[config.mk]
export PLATFORM = sky130hd
export DESIGN_NAME = ir_fetch
export DESIGN_NICKNAME = d
export VERILOG_FILES = /design/src/rtl/ir_fetch.sv
export SDC_FILE = /design/constraint.sdc
export NUM_CORES = 1
export LEC_CHECK = 0
export ABC_AREA = 1
export CORE_ASPECT_RATIO = 1.5
export CORE_MARGIN = 2
export CORE_UTILIZATION = 50
export CTS_CLUSTER_DIAMETER = 40
export DETAILED_ROUTE_END_ITERATION = 16
export GPL_ROUTABILITY_DRIVEN = 0
export MAX_ROUTING_LAYER = met4
export PLACE_DENSITY = 0.84
export SLEW_MARGIN = 20
export SYNTH_ARGS = -nofsm -noshare
export SYNTH_HDL_FRONTEND = slang
export SYNTH_SLANG_ARGS = --single-unit
[constraint.sdc]
create_clock -name clk -period 3.6 [get_ports clk]
set_clock_uncertainty 0.2 [all_clocks]
set_input_delay 0.72 -clock clk [delete_from_list [all_inputs] [get_ports clk]]
set_output_delay 0.72 -clock clk [all_outputs]
set_load 0.01 [all_outputs]
[src/rtl/ir_fetch.sv]
// Instruction fetch / instruction register: owns the PC and assembles two-byte ROM instructions.
// Optional odd-parity checking of captured bytes is enabled by defining IR_PARITY_EN.
module ir_fetch #(
  parameter int DATA_W = 8,
  parameter int ADDR_W = 13
) (
  input  logic              clk,
  input  logic              rst,
  input  logic              PC_en,
  input  logic [1:0]        fetch,
  input  logic              ld_pc,
  input  logic [ADDR_W-1:0] ld_addr,
  input  logic [DATA_W-1:0] rom_data,
`ifdef IR_PARITY_EN
  input  logic              rom_par,
  output logic              par_err,
`endif
  output logic [ADDR_W-1:0] rom_addr,
  output logic [2:0]        ins,
  output logic [ADDR_W-1:0] ir_addr,
  output logic              ir_valid,
  output logic              fetch_err,
  output logic [15:0]       instr_cnt
);

  typedef enum logic [1:0] {HI, LO, FULL} byte_state_e;

  byte_state_e       state_q, state_d;
  logic              cap_hi, cap_lo, set_err;
  logic [ADDR_W-1:0] pc;

  assign rom_addr = pc;

  always_comb begin
    // NOTE: every signal written here gets a default first, so no path can infer a latch.
    state_d = state_q;
    cap_hi  = 1'b0;
    cap_lo  = 1'b0;
    set_err = 1'b0;
    case (fetch)
      2'b01: begin
        case (state_q)
          HI: begin
            cap_hi  = 1'b1;
            state_d = LO;
          end
          LO: begin
            cap_lo  = 1'b1;
            state_d = FULL;
          end
          default: set_err = 1'b1;  // a third capture is a controller fault
        endcase
      end
      2'b10:   state_d = HI;
      2'b11:   set_err = 1'b1;
      default: ;
    endcase
  end

  // NOTE: sequential state uses non-blocking assignments so all registers update from pre-edge values.
  always_ff @(posedge clk or posedge rst) begin
    if (rst) begin
      state_q   <= HI;
      pc        <= '0;
      ins       <= 3'b000;
      ir_addr   <= '0;
      ir_valid  <= 1'b0;
      fetch_err <= 1'b0;
      instr_cnt <= 16'd0;
    end else begin
      state_q <= state_d;

      if (ld_pc)      pc <= ld_addr;
      else if (PC_en) pc <= pc + ADDR_W'(1);

      if (cap_hi) begin
        ins                     <= rom_data[DATA_W-1:DATA_W-3];
        ir_addr[ADDR_W-1:DATA_W] <= rom_data[ADDR_W-DATA_W-1:0];
        ir_valid                <= 1'b0;
      end
      if (cap_lo) begin
        ir_addr[DATA_W-1:0] <= rom_data;
        ir_valid            <= 1'b1;
        instr_cnt           <= instr_cnt + 16'd1;
      end
      if (set_err) fetch_err <= 1'b1;
    end
  end

`ifdef IR_PARITY_EN
  // Odd parity over byte plus parity bit; the byte is stored regardless.
  always_ff @(posedge clk or posedge rst) begin
    if (rst)                                              par_err <= 1'b0;
    else if ((cap_hi || cap_lo) && !(^{rom_data, rom_par})) par_err <= 1'b1;
  end
`endif

endmodule

## Word level (Yosys, flattened, before mapping)

Index checks and enable logic that the tools add are counted.

| storage, ports and cells | value |
|---|---|
| register bits after elaboration | 49 |

| operators by class | value |
|---|---|
| add/sub/neg operators | 2 |
| equal/unequal tests | 5 |
| muxes and demuxes | 12 |
| reduce and logical (&&, ||, !) cells | 6 |

Operators with widths:

| cell | number |
|---|---|
| two-way mux 13 bit | 2 |
| adder 16 x 1 -> 16 bit, second input constant | 1 |
| adder 13 x 1 -> 13 bit, second input constant | 1 |
| one-hot mux 2 bit (2 select lines) | 2 |
| two-way mux 1 bit | 7 |
| nonzero test 2 bit | 3 |
| == test 2 x 1 -> 1 bit, second input constant | 2 |
| == test 2 bit, second input constant | 2 |
| != test 3 bit, second input constant | 1 |
| zero test 2 bit | 1 |
| one-hot mux 1 bit (2 select lines) | 1 |
| AND reduction 2 bit | 1 |
| OR reduction 2 bit | 1 |

## Depth between registers and ports, before layout

Gate-level depths: netlist of the first run.

| depth | value |
|---|---|
| word-level depth | 5 |
| depth in mapped cells | 9 |
| mapped depth without buffers | 9 |

## Least setup slack after synthesis of the first run

OpenSTA, ideal clock, no wires.

| path | value |
|---|---|
| kind | input to register |
| start point | in fetch[1] |
| end point | reg instr_cnt[12] |
| setup time | 120 ps |
| data arrival time | 1496 ps |
| setup slack | 1784 ps |
| stages on the path | 7 |
| cell sequence | inv_1 ha_1 nand3_4 nor2_4 nand2_4 o21ai_1 nand2_1 |

| between the ends | value |
|---|---|
| cells in the longest elaborated chain, start to end | 2 |

Ends and longest elaborated chain:

| element | line | text |
|---|---|---|
| from (decl) | 10 | `input logic [1:0] fetch,` |
| == test 2 x 1 -> 1 bit | 40 | `case (fetch)` |
| two-way mux 1 bit | 40 |  |
| to (signal assigned) | 84 | `instr_cnt <= instr_cnt + 16'd1;` |
| to (decl) | 23 | `output logic [15:0] instr_cnt` |

Every way passes these cells.
A chain may end at the register's enable or synchronous reset.

## Worst setup path in the final report of the first run

| path | value |
|---|---|
| start point | in ld_pc |
| end point | reg pc[8], in the netlist rom_addr[8] |

| between the ends | value |
|---|---|
| cells in the longest elaborated chain, start to end | 1 |

Ends and longest elaborated chain:

| element | line | text |
|---|---|---|
| from (decl) | 11 | `input logic ld_pc,` |
| two-way mux 13 bit or nonzero test 2 bit (tied branches) | - |  |
| to (signal assigned) | 73 | `if (ld_pc) pc <= ld_addr;` |
| to (signal assigned) | 74 | `else if (PC_en) pc <= pc + ADDR_W'(1);` |
| to (decl) | 30 | `logic [ADDR_W-1:0] pc;` |

Several ways; a longest one is shown, not always the timed one.

==> results_dict.tcl, run 1 <==
set metrics [dict create \
    critical_path_peak_fanout 12 \
    max-clock-path-buffers 2 \
    power_report.internal_total_mw 1.20 \
    pwr-share-comb_pct 34.5 \
    globalRouteTotalUtil_pct 22.3 \
    synth-main-ff-cell "sky130_fd_sc_hd__dfrtp_1" \
    sinks_on_clock_net 49 \
    drt_first_pass_iters 4 \
    detailedPlacementHpwl_um 4040 \
    timing.final.hold_violations 0 \
    start_util_pct 51.4 \
    n_antenna_cell 0 \
    routed_wirelength_um 5400 \
    instances_no_fill 441 \
    final_period_minus_worst_setup_slack_ns 2.42 \
    power-per-cell-area_nw_per_um2 532 \
    max_slew_margin_pct 45.4 \
    final_setup_tns_ns 0 \
    timing.critical_path.buf_inv 3 \
    syn_avg_cell_area_um2 8.23 \
    fmax_mhz 413 \
    synth_cells 298 \
    synth.ff_latch_count 49 \
    power_switching_mw 0.584 \
    yosys.area.top_type_share_pct 50.0 \
    worst_r2r_startpoint "state_q[1]" \
    portBuffers 73 \
    synth.yosys.seq_area_share_pct 50.0 \
    outcome "finished clean" \
    p_leak_nw 1.59 \
    min-delay-start "fetch_err" \
    critical-path-top-delay-family "buffers and inverters" \
    area.growth.synth_to_final_pct 36.6 \
    wire_per_inst_um 12.2 \
    tritoncts.num_buffers 5 \
    layout-drive-gt1-share_pct 4.80 \
    first_global_vias 2091 \
    grt_setup_unrepaired "false" \
    num_vias 2159 \
    drt.antenna.violating_nets 0 \
    placement_rows 31 \
    synthesis.yosys.warnings 0 \
    die_h_um 89.8 \
    placed_cells 433 \
    vdd.ir_drop.worst_uv 506 \
    cp_slowest_cell "sky130_fd_sc_hd__clkdlybuf4s50_1" \
    synth_largest_area_cell "sky130_fd_sc_hd__dfrtp_1" \
    initial_antenna_violation_count 0 \
    post_cts_resized 0 \
    synthDistinctLibCells 26 \
    cts.clk_slew.worst_paths_ns 0.09 \
    num-fill-cells 391 \
    postCtsSetupBuffers 0 \
    final-max-slew-violation-count 0 \
    grt_start_max_net_pins 50 \
    fin_crit_sh_pct 67.3 \
    pin_count 74 \
    timing.critical_path.to_type "flop" \
    multiInputGateArea_um2 1050 \
    crit_path_cell_trace "clkdlybuf4s50_1 > inv_1 > nand2_1 > clkinv_1 > a21boi_0 > o21ai_0" \
    hold-path-endpoint "fetch_err" \
    synth.cell_area_um2 2450 \
    critical_path_type "primary input to flop" \
    grt_first_pass_wirelength_um 9220 \
    power.clock.fraction_pct 19.4 \
    grt.overflow.total 0 \
    regToRegEndpoint "instr_cnt[9]" \
    critPathRequiredTime_ns 3.58 \
    drt-initial-drc-count 147 \
    clk_root_buffer_cell "sky130_fd_sc_hd__clkbuf_8" \
    power.switching_fraction_pct 32.7 \
    seqCellArea_um2 1230 \
    crit_start "ld_pc" \
    post_cts_hold_buffer_count 0 \
    synthArstFlopShare_pct 100 \
    timing.reg2reg.setup_slack_ns 1.92 \
    startpoint_type "primary input" \
    fp.dieArea_um2 5490 \
    final_nets 406 \
    coreArea_um2 4770 \
    leading_cell_types_in_the_layout_fill_and_taps_excluded "sky130_fd_sc_hd__nand2_1, sky130_fd_sc_hd__clkdlybuf4s50_1, sky130_fd_sc_hd__dfrtp_1" \
    hold_depth 2 \
    cts_max_level 2 \
    report.final.setup_viol 0 \
    synth_edf_count 0 \
    reg2reg_depth 6 \
    tritoncts "yes" \
    tightest_slew_ns 0.818 \
    die_w_um 61.2 \
    synth_nets 330 \
    layout_commonest_cell "sky130_fd_sc_hd__nand2_1" \
    critical_path_arrival_ns 2.40 \
    drv.max_cap_violation_count 0 \
    final_routed_drc_violation_total 0 \
    biggest_area_contributors_in_the_synthesized_netlist "sky130_fd_sc_hd__dfrtp_1, sky130_fd_sc_hd__nand2_1, sky130_fd_sc_hd__inv_1" \
    post_drt_via_cell_ratio 4.90 \
    cpPeakStageDelay_ns 0.74 \
    hold_path.class "flop to flop" \
    clock_network_latency_to_the_later_pin_of_the_worst_skew_pair_ns 0.30 \
    seqPwrFrac_pct 46.1 \
]
## power by group through the flow
stage | Combinational [mW] | Clock (mW) | Sequential, mW
floorplan | 0.215 | 0 | 0.869
CTS | 0.621 | 0.358 | 0.821
global placement | 0.604 | 0 | 0.826
global route | 0.678 | 0.375 | 0.844
finish | 0.615 | 0.347 | 0.822
detailed placement | 0.620 | 0 | 0.828
## layer usage
metal / routed length, um / vias up / track usage (%)
li1: - / 1098 / -
met5: 0 / - / -
met1: 2200 / 1004 / 26.6
met4: 89 / 0 / 7.97
met2: 2860 / 51 / 36.0
met3: 243 / 6 / 5.18
## layout make-up
cell class / instances / area share (%)
clock inverter: 1 / 0.149
tap: 66 / 2.46
sequential: 49 / 36.6
multi-input combinational: 203 / 31.4
timing repair buffer: 73 / 21.8
inverter: 42 / 4.74
clock buffer: 7 / 2.88
## cell usage after synthesis, types with 4 or more instances
cell / instances
sky130_fd_sc_hd__nand2_1: 87
sky130_fd_sc_hd__dfrtp_1: 49
sky130_fd_sc_hd__inv_1: 40
sky130_fd_sc_hd__o21ai_0: 24
sky130_fd_sc_hd__nor2_1: 21
sky130_fd_sc_hd__nand3_1: 19
sky130_fd_sc_hd__xor2_1: 8
sky130_fd_sc_hd__a22oi_1: 7
sky130_fd_sc_hd__nand4_1: 7
sky130_fd_sc_hd__ha_1: 5
sky130_fd_sc_hd__xnor2_1: 5
sky130_fd_sc_hd__a21oi_1: 4
## worst reg2reg max path: stages (launching register included)
cell and delay (ns):
sky130_fd_sc_hd__dfrtp_1 0.41, sky130_fd_sc_hd__inv_1 0.14, sky130_fd_sc_hd__nand3_4 0.27, sky130_fd_sc_hd__nor2_4 0.23
sky130_fd_sc_hd__nand3_1 0.10, sky130_fd_sc_hd__xor2_1 0.17, sky130_fd_sc_hd__inv_1 0.06
## metrics by stage
| step | power (mW) | util (%) | cell area (um^2) | setup slack [ns] | hold WS [ns] |
|---|---|---|---|---|---|
| 2_1_floorplan | 1.08 | - | 2450 | 1.51 | 0.273 |
| 6_report | 1.78 | 70.2 | 3350 | 1.18 | 0.280 |
| 5_1_grt | 1.90 | 70.2 | 3350 | 0.983 | 0.305 |
| 3_5_place_dp | 1.45 | 68.1 | 3250 | 0.906 | 0.256 |
| 3_3_place_gp | 1.43 | 68.1 | 3250 | 1.01 | 0.252 |
| 4_1_cts | 1.80 | 70.2 | 3350 | 1.23 | 0.279 |
## flip-flops by register name, summed over array words and instances (netlist names)
name       count
instr_cnt     16
ir_addr       13
rom_addr      13
ins            3
state_q        2
fetch_err      1
ir_valid       1
## how the worst max path moves through the flow
| stage | endpoint | slack (ns) | cells past startpoint |
|---|---|---|---|
| 2_1_floorplan | fetch_err | 1.51 | 1 |
| 3_3_place_gp | rom_addr[5] | 1.01 | 6 |
| 3_5_place_dp | rom_addr[8] | 0.91 | 6 |
| 4_1_cts | rom_addr[8] | 1.23 | 6 |
| 5_1_grt | rom_addr[8] | 0.98 | 6 |
| 6_report | rom_addr[8] | 1.18 | 6 |
## kinds of logic (layout without fill, tap and decap cells)
| group | after synthesis | after routing | synth area share [%] |
|---|---|---|---|
| flops | 49 | 49 | 50.0 |
| simple gates | 145 | 145 | 26.4 |
| buf+inv | 46 | 123 | 7.14 |
| xor+xnor | 13 | 13 | 4.64 |
| compound gates | 40 | 40 | 9.29 |
| fa+ha+maj | 5 | 5 | 2.55 |
Note: power is estimated with default switching activity, not from simulation.
==> run 2, diff against run 1 <==
CORE_UTILIZATION = 47   (was 50)
PLACE_DENSITY = 0.8   (was 0.84)
clock period = 2.3 ns   (was 3.6 ns; I/O delays follow)
==> results_dict.tcl, run 2 (synthesis results as in run 1) <==
set metrics [dict create \
    outcome "finished clean" \
    final-max-slew-violation-count 0 \
    tritoncts "yes" \
    fp.dieArea_um2 5820 \
    pin_count 74 \
    detailedPlacementHpwl_um 4090 \
    hold_depth 2 \
    tritoncts.num_buffers 5 \
    clk_root_buffer_cell "sky130_fd_sc_hd__clkbuf_8" \
    die_w_um 63.0 \
    power_switching_mw 0.945 \
    crit_path_cell_trace "clkdlybuf4s50_1" \
    timing.critical_path.to "rom_addr[3]" \
    num-fill-cells 421 \
    p_leak_nw 1.62 \
    startpoint_type "flop" \
    placement_rows 32 \
    seqPwrFrac_pct 44.6 \
    crit_start "rom_addr[3]" \
    layout_commonest_cell "sky130_fd_sc_hd__nand2_1" \
    cts.clk_slew.worst_paths_ns 0.09 \
    final_routed_drc_violation_total 0 \
    clock_network_latency_to_the_later_pin_of_the_worst_skew_pair_ns 0.30 \
    timing.reg2reg.setup_slack_ns 0.68 \
    multiInputGateArea_um2 1050 \
    routed_wirelength_um 5560 \
    fin_crit_sh_pct 88.9 \
    area.growth.synth_to_final_pct 39.5 \
    start_util_pct 48.2 \
    power.clock.fraction_pct 21.4 \
    post_cts_resized 0 \
    tightest_slew_ns 0.325 \
    post_cts_hold_buffer_count 0 \
    final_period_minus_worst_setup_slack_ns 2.04 \
    critical_path_arrival_ns 1.38 \
    timing.critical_path.buf_inv 1 \
    layout-drive-gt1-share_pct 5.80 \
    reg2reg_depth 8 \
    timing.final.hold_violations 0 \
    critPathRequiredTime_ns 1.64 \
    sinks_on_clock_net 49 \
    cts_max_level 2 \
    drt.antenna.violating_nets 0 \
    post_layout_total_power_mw 2.90 \
    coreArea_um2 5080 \
    max-clock-path-buffers 2 \
    cp_num_cells 1 \
    post_drt_via_cell_ratio 5.04 \
    num_vias 2252 \
    leading_cell_types_in_the_layout_fill_and_taps_excluded "sky130_fd_sc_hd__nand2_1, sky130_fd_sc_hd__clkdlybuf4s50_1, sky130_fd_sc_hd__dfrtp_1" \
    vdd.ir_drop.worst_uv 647 \
    n_antenna_cell 0 \
    power-per-cell-area_nw_per_um2 847 \
    max_slew_margin_pct 78.3 \
    drt-initial-drc-count 130 \
    hold_path.class "flop to flop" \
    power.switching_fraction_pct 32.6 \
    grt_first_pass_wirelength_um 9230 \
    fmax_mhz 489 \
    regToRegEndpoint "instr_cnt[12]" \
    drt_first_pass_iters 4 \
    seqCellArea_um2 1230 \
    critical_path_type "flop to output port" \
    worst_r2r_startpoint "instr_cnt[1]" \
    cpPeakStageDelay_ns 0.60 \
    hold_slack_ns 0.280 \
    grt_setup_unrepaired "false" \
    power_report.internal_total_mw 1.95 \
    drv.max_cap_violation_count 0 \
    first_global_vias 2162 \
    die_h_um 92.5 \
    wire_per_inst_um 12.4 \
    pwr-share-comb_pct 34.0 \
    globalRouteTotalUtil_pct 20.2 \
    timing.critical_path.to_type "output port" \
    final_nets 410 \
    critical-path-top-delay-family "buffers and inverters" \
    critical_path_peak_fanout 7 \
    register_containing_the_most_flip_flops_in_the_final_layout "instr_cnt" \
    initial_antenna_violation_count 0 \
    postCtsSetupBuffers 0 \
    portBuffers 73 \
    report.final.setup_viol 0 \
    grt.overflow.total 0 \
    cp_slowest_cell "sky130_fd_sc_hd__clkdlybuf4s50_1" \
    final_setup_tns_ns 0 \
    grt_start_max_net_pins 50 \
    largest_reg_flops 16 \
]
-- run 2: changes by cell type in the layout (fill, tap and decap cells not counted), moves of 2 or more --
| cell | before | now |
|---|---|---|
| sky130_fd_sc_hd__clkbuf_8 | 7 | 5 |
| sky130_fd_sc_hd__buf_4 | 0 | 2 |
| sky130_fd_sc_hd__buf_12 | 0 | 2 |
| sky130_fd_sc_hd__clkinv_2 | 2 | 0 |
-- run 2: power groups by stage --
stage / clock network (mW) / logic (mW) / registers [mW]
2_1_floorplan: 0 / 0.336 / 1.36
3_3_place_gp: 0 / 0.971 / 1.29
3_5_place_dp: 0 / 0.997 / 1.30
4_1_cts: 0.632 / 1.00 / 1.29
5_1_grt: 0.663 / 1.08 / 1.32
6_report: 0.620 / 0.985 / 1.29
-- run 2: layout make-up --
type,instances,area share (%)
clock buffer,5,2.01
clock inverter,3,1.35
inverter,42,4.61
multi-input combinational,203,30.7
sequential,49,35.8
tap,68,2.49
timing repair buffer,77,23.0
-- run 2: worst min-delay path by stage --
| stage | from | to | slack [ns] |
|---|---|---|---|
| finish | fetch_err | fetch_err | 0.28 |
| global route | ir_addr[9] | ir_addr[9] | 0.32 |
| floorplan | state_q[1] | state_q[1] | 0.27 |
| CTS | fetch_err | fetch_err | 0.29 |
| global placement | fetch_err | fetch_err | 0.25 |
| detailed placement | fetch_err | fetch_err | 0.26 |
-- run 2: per-stage QoR --
stage,cells,setup WS [ns],instance area (um^2),utilization [%]
finish,447,0.256,3420,67.3
global route,447,0.204,3420,67.3
CTS,447,0.250,3420,67.3
detailed placement,439,0.0636,3310,65.0
global placement,439,0.123,3310,65.0
floorplan,298,0.467,2450,-
-- run 2: metal layers --
layer	share of wire, %	GRT usage [%]	wire length [um]	vias to the layer above
li1	-	-	-	1105
met1	40	21.8	2220	1068
met2	55	35.8	3060	69
met3	2.9	3.28	162	10
met4	2.2	9.63	121	0
met5	0	-	0	-
